[config.mk]
export PLATFORM = sky130hd
export DESIGN_NAME = fetch_ctrl
export DESIGN_NICKNAME = d
export VERILOG_FILES = /design/src/rtl/fetch_ctrl.sv
export SDC_FILE = /design/constraint.sdc
export NUM_CORES = 1
export LEC_CHECK = 0
export CAP_MARGIN = 20
export CORE_AREA = 2 2 164 102
export CTS_CLUSTER_SIZE = 24
export DETAILED_ROUTE_END_ITERATION = 16
export DIE_AREA = 0 0 166 104
export PLACE_DENSITY = 0.91
export SYNTH_ARGS = -nofsm -noshare
export SYNTH_HDL_FRONTEND = slang
export SYNTH_SLANG_ARGS = --single-unit
[constraint.sdc]
create_clock -name clk -period 4.5 [get_ports clk]
set_clock_uncertainty 0.1 [all_clocks]
set_input_delay 0.45 -clock clk [delete_from_list [all_inputs] [get_ports clk]]
set_output_delay 0.45 -clock clk [all_outputs]
set_load 0.01 [all_outputs]
[src/rtl/fetch_ctrl.sv]
// Fetch-stage sequencer: next-PC selection, stall/redirect control, tracking of the single
// in-flight instruction-memory read, and a small skid buffer feeding decode.
module fetch_ctrl #(
    parameter int unsigned    XLEN      = 32,
    parameter logic [XLEN-1:0] RESET_PC = '0,
    parameter int unsigned    BUF_DEPTH = 2
) (
    input  logic            clk,
    input  logic            reset,
    input  logic [XLEN-1:0] pc_cur,
    input  logic [XLEN-1:0] instr_in,
    output logic [XLEN-1:0] pc_update,
    output logic            stall,
    output logic            mispredicted,
    input  logic            redirect_valid,
    input  logic [XLEN-1:0] redirect_pc,
    input  logic            bp_taken,
    input  logic [XLEN-1:0] bp_target,
    output logic            out_valid,
    input  logic            out_ready,
    output logic [XLEN-1:0] out_pc,
    output logic [XLEN-1:0] out_instr,
    output logic            out_pred_taken
);

    localparam int unsigned PTR_W = $clog2(BUF_DEPTH);
    localparam int unsigned CNT_W = PTR_W + 1;

    logic [CNT_W-1:0] count_q, count_d;
    logic [PTR_W-1:0] head_q, head_d;
    logic [PTR_W-1:0] tail_q, tail_d;
    logic             iss_valid_q, iss_valid_d;
    logic [XLEN-1:0]  iss_pc_q, iss_pc_d;
    logic             iss_pred_q, iss_pred_d;

    logic [XLEN-1:0]  buf_pc_q    [BUF_DEPTH];
    logic [XLEN-1:0]  buf_pc_d    [BUF_DEPTH];
    logic [XLEN-1:0]  buf_instr_q [BUF_DEPTH];
    logic [XLEN-1:0]  buf_instr_d [BUF_DEPTH];
    logic             buf_pred_q  [BUF_DEPTH];
    logic             buf_pred_d  [BUF_DEPTH];

    logic             deq;
    logic             enq;
    logic [CNT_W:0]   occ;

    // Occupancy once this cycle's dequeue and the in-flight read have settled.
    assign occ = {1'b0, count_q} - (CNT_W + 1)'(deq) + (CNT_W + 1)'(iss_valid_q);

    always_comb begin
        if (reset) begin
            pc_update = RESET_PC;
        end else if (redirect_valid) begin
            pc_update = redirect_pc;
        end else if (bp_taken) begin
            pc_update = bp_target;
        end else begin
            pc_update = pc_cur + XLEN'(4);
        end
    end

    assign mispredicted   = redirect_valid & ~reset;
    assign out_valid      = ~reset & ~redirect_valid & (count_q != '0);
    assign deq            = out_valid & out_ready;
    assign enq            = iss_valid_q & ~redirect_valid;
    assign stall          = ~reset & ~redirect_valid & (occ >= (CNT_W + 1)'(BUF_DEPTH));
    assign out_pc         = buf_pc_q[head_q];
    assign out_instr      = buf_instr_q[head_q];
    assign out_pred_taken = buf_pred_q[head_q];

    always_comb begin
        count_d     = count_q;
        head_d      = head_q;
        tail_d      = tail_q;
        buf_pc_d    = buf_pc_q;
        buf_instr_d = buf_instr_q;
        buf_pred_d  = buf_pred_q;
        iss_valid_d = ~stall & ~redirect_valid;
        iss_pc_d    = iss_pc_q;
        iss_pred_d  = iss_pred_q;

        if (iss_valid_d) begin
            iss_pc_d   = pc_cur;
            iss_pred_d = bp_taken;
        end

        if (redirect_valid) begin
            // Flush: the in-flight read and every buffered entry are wrong-path.
            count_d = '0;
            head_d  = tail_q;
        end else begin
            if (enq) begin
                buf_pc_d[tail_q]    = iss_pc_q;
                buf_instr_d[tail_q] = instr_in;
                buf_pred_d[tail_q]  = iss_pred_q;
                tail_d              = tail_q + PTR_W'(1);
            end
            if (deq) begin
                head_d = head_q + PTR_W'(1);
            end
            count_d = count_q + CNT_W'(enq) - CNT_W'(deq);
        end
    end

    always_ff @(posedge clk) begin
        if (reset) begin
            count_q     <= '0;
            head_q      <= '0;
            tail_q      <= '0;
            iss_valid_q <= 1'b0;
        end else begin
            count_q     <= count_d;
            head_q      <= head_d;
            tail_q      <= tail_d;
            iss_valid_q <= iss_valid_d;
        end
    end

    always_ff @(posedge clk) begin
        iss_pc_q    <= iss_pc_d;
        iss_pred_q  <= iss_pred_d;
        buf_pc_q    <= buf_pc_d;
        buf_instr_q <= buf_instr_d;
        buf_pred_q  <= buf_pred_d;
    end

    // The stall rule must keep a slot free for every read that is issued.
    always_ff @(posedge clk) begin
        if (!reset && enq) begin
            assert (count_q != CNT_W'(BUF_DEPTH));
        end
    end

endmodule

==> impl_summary.md <==
Place
Routability-driven placement finished with a final weighted congestion of 0.851. The placed instances occupy a cell area of 9850 sq um. Before CTS, the worst setup slack after placement is 0.885 ns. Summed over all nets, the half-perimeter wirelength after detailed placement is 13700 um. Buffers placed on the I/O ports in this run total 232. The instance count after placement with tap cells included is 895.

Floorplanning
The I/O pin total is 233. The core area is 15800 sq um. The die is 166 um wide. The number of core rows is 36. The die is 104 um tall. For this configuration, the core starts out at a cell density of 0.461. The floorplan step defined a die boundary enclosing 17300 sq um.

Layout
The number of antenna diodes in the final layout is 0. In the layout the commonest cells are clkdlybuf4s50_1 (232), edfxtp_1 (163), mux2_2 (65), xnor2_1 (23), nor2_1 (21). Across the whole layout, storage elements account for 5000 sq um. The library cell used most frequently in the layout, excluding fill and tap cells, is clkdlybuf4s50_1.

The final standard cell count with taps included and fillers excluded is 927. With fillers left out, the area of the finished cells amounts to 10400 sq um. Measured on the finished design, the core utilization comes to 0.660. The total of fill cells in the finished design is 1118.

The final net count is 843. Compared with the post-synthesis result, the final layout area differs by 43.3%. The area of the multi-input gates is 2150 sq um. The share of layout cells above drive strength 1 is 0.170.

Yosys
The synthesized netlist contains 40 unique library cells. The Yosys warning count is 0. The dominant cell type by area after synthesis is edfxtp_1. Counting every net in the synthesized netlist gives 608.

The area fraction of the dominant cell type after synthesis is 0.672. The register bit count reported by yosys is 168. Of the synthesized area, sequential elements account for 0.686. Ranked by total cell area, the synthesized netlist is headed by edfxtp_1 (67%), mux2_2 (10%), xnor2_1 (2.8%), o22ai_1 (1.5%), dfxtp_1 (1.4%). The post-synthesis average cell area is 15.5 sq um. The count of mapped cells out of synthesis is 470. In this run the cell area of the synthesized design comes to 7280 sq um.

Route
The detailed-routing iteration count for the pre-antenna-repair pass is 5. The detailed-route wire length per cell is 20.6 um. Using the TritonRoute via totals, the vias-per-cell ratio works out to 5.40. The final layout contains routed wiring with a total length of 19100 um. The residual antenna-violating net count after detailed routing is 0. For this block, the initial DRC count from the detailed router was 352. The routed layout has 5008 vias. After detailed routing, the number of remaining DRC violations is 0.

Outcome
The flow ran to the end, and the final reports show no timing, DRC or antenna violations.

Worst setup path
By startpoint and endpoint, the worst setup path is classified as in -> out. Traced cell by cell, the critical path runs through clkdlybuf4s50_1, and3_1, nand4_4, nor3_2, xnor2_1, a211oi_1, clkdlybuf4s50_1. The required time at the endpoint of the critical path is 3.95 ns. The source of the critical timing path is pc_cur[14].

The source of the worst register-to-register timing path is count_q[1]$_SDFF_PP0_. Counting stages on the worst path, the most repeated cell is clkdlybuf4s50_1. At the worst endpoint, the arrival time is 3.08 ns.

The worst setup path is launched from an input pin. The cell type of the slowest stage on the worst timing path is clkdlybuf4s50_1. The flop-to-flop setup slack is 1.79 ns. The worst register-to-register path has a depth of 8.

In this run the critical register-to-register path is captured at iss_pc_q[19]$_DFFE_PP_. The critical path capture point is pc_update[22]. The nature of the critical path endpoint is an output port. Along the worst path, the maximum fanout reaches 11. In this design, the stage delay of the slowest critical-path cell is 0.65 ns.

Clocking
For this design, the CTS-stage hold fixing added 0 buffers. Post-CTS repair changed the size of 0 cells. The tree is rooted in a clkbuf_16. TritonCTS built the clock tree. The count of clock tree sinks is 168. The clock-pin transition on the worst setup and hold timing paths is 0.07 ns.

Buffers added to address setup during post-CTS repair amount to 0. The clock latency of the later-clocked register in the worst-skew pair is 0.41 ns. The clock passes through at most 2 buffers.

The number of clock buffers added by TritonCTS is 17. The depth of the CTS H-tree is 4.

STA
The number of endpoints with negative hold slack in the final report is 0. The setup slack after layout is 0.867 ns. The final critical-path required period is 3.63 ns. Based on the critical path, the design can be clocked at up to 0.275 GHz. For the pin with the worst max-slew slack, the measured transition is 0.940 ns. Setup repair after global routing left no endpoint under its margin. The final number of max-transition violations came to 0. The total negative slack is 0 ns. Hold is met by 0.339 ns. Of the available clock period, the critical path in the final layout requires 0.807. The worst relative slew slack is 0.374. Setup violations remaining at the end of the flow were counted as 0.

Global routing
The via count of the first global-routing pass is 5294. The number of antenna violations at the first check in global routing is 0. The total overflow left after global routing is 0.

Across every metal layer, demand over resource in global routing totals 0.225. Entering global routing, the biggest net connects 67 pins. The first global-routing pass estimated 29700 um of wire.

Run
Across the run, the number of max-cap violations was 0.

Pwr
The share of total power dissipated in the clock network is 0.390. The switching fraction of total power is 0.223. Of the total power, registers draw 0.487.

The post-layout total power is 3.68 mW. The switching power is 0.823 mW. The standby leakage power is 3.45 nW. Power spread over the standard cell area amounts to 353 nW/um^2.

The proportion of power drawn by combinational gates is 0.123. The internal portion of the total power is 2.86 mW. The maximum VDD drop is 0.000228 V.

Worst hold path
The kind of path behind the tightest hold check is reg -> reg. The startpoint identified for the worst hold timing path is iss_pc_q[9]$_DFFE_PP_.
## registers in the layout, summed over array words and instances, names as in the netlist
register and count:
iss_pc_q 32, buf_pred_q 2, tail_q 1, iss_valid_q 1, buf_pc_q 64, count_q 2
buf_instr_q 64, iss_pred_q 1, head_q 1
## how the worst min path moves through the flow
stage | cells past startpoint | slack, ns | endpoint
final | 0 | 0.34 | buf_pc_q[41]$_DFFE_PP_
after global routing | 0 | 0.35 | buf_pc_q[11]$_DFFE_PP_
after CTS | 0 | 0.34 | buf_pc_q[11]$_DFFE_PP_
after detailed placement | 0 | 0.33 | buf_pc_q[49]$_DFFE_PP_
after global placement | 0 | 0.32 | buf_pc_q[17]$_DFFE_PP_
after floorplan | 0 | 0.32 | buf_pc_q[0]$_DFFE_PP_
## kinds of logic (layout without fill, tap and decap cells)
kind of cell               Yosys count  after routing  synth area share
buffers and inverters               34            282            0.0210
adders and majority gates            5              5           0.00962
and+or+nand+nor                     93             93            0.0787
xor gates and xnor gates            31             31            0.0373
muxes                               68             68             0.105
AOI/OAI and AO/OA                   71             71            0.0632
DFF                                168            168             0.686
## cells in the mapped netlist
master,n
clkbuf_1,17
and4_1,5
nand2_1,19
o21a_1,4
a222oi_1,2
nand3_1,9
mux2_2,65
nand3_4,2
and3_1,7
xor2_1,8
o211ai_1,3
nor3_1,4
o21ai_0,9
a22o_1,1
nand3_2,1
nor4_1,3
ha_1,4
dfxtp_1,5
nand4_1,5
and2_1,4
a32oi_1,2
nor4_4,2
mux2i_1,3
a211oi_1,5
xnor2_1,23
edfxtp_1,163
nor2_1,23
buf_2,5
nand4_4,1
buf_4,1
a21oi_1,11
buf_6,2
o22ai_1,17
fa_1,1
a22oi_1,13
nor3_2,6
inv_1,9
nor4_2,1
nor2b_1,1
o21ai_1,4
## power by group through the flow
| stage | clock network, mW | logic (mW) | registers [mW] |
|---|---|---|---|
| 2_1_floorplan | 0 | 0.174 | 1.81 |
| 3_3_place_gp | 0 | 0.440 | 1.82 |
| 3_5_place_dp | 0 | 0.450 | 1.83 |
| 4_1_cts | 1.46 | 0.454 | 1.79 |
| 5_1_grt | 1.53 | 0.479 | 1.80 |
| 6_report | 1.44 | 0.453 | 1.79 |
## per-layer routing
metal  GRT usage  vias up  part of all wire
met5           0        -                 0
met4      0.0727        0             0.014
met3      0.0552       23             0.070
met2       0.357      235              0.48
met1       0.307     2458              0.44
li1            -     2292                 -
## cell type report
type                            count  share of cell area
Multi-Input combinational cell    268               0.206
Tap cell                          209              0.0250
Clock inverter                     14              0.0156
Inverter                            9             0.00324
Timing Repair Buffer              241               0.230
Clock buffer                       18              0.0411
Sequential cell                   168               0.479
## worst max-delay path: cells and delay by family
kind,cells,cell delay (ns)
and+or+nand+nor,3,0.92
buffers and inverters,2,1.26
xor gates and xnor gates,1,0.10
AOI/OAI and AO/OA,1,0.35
Power figures use the tool's default switching activity.
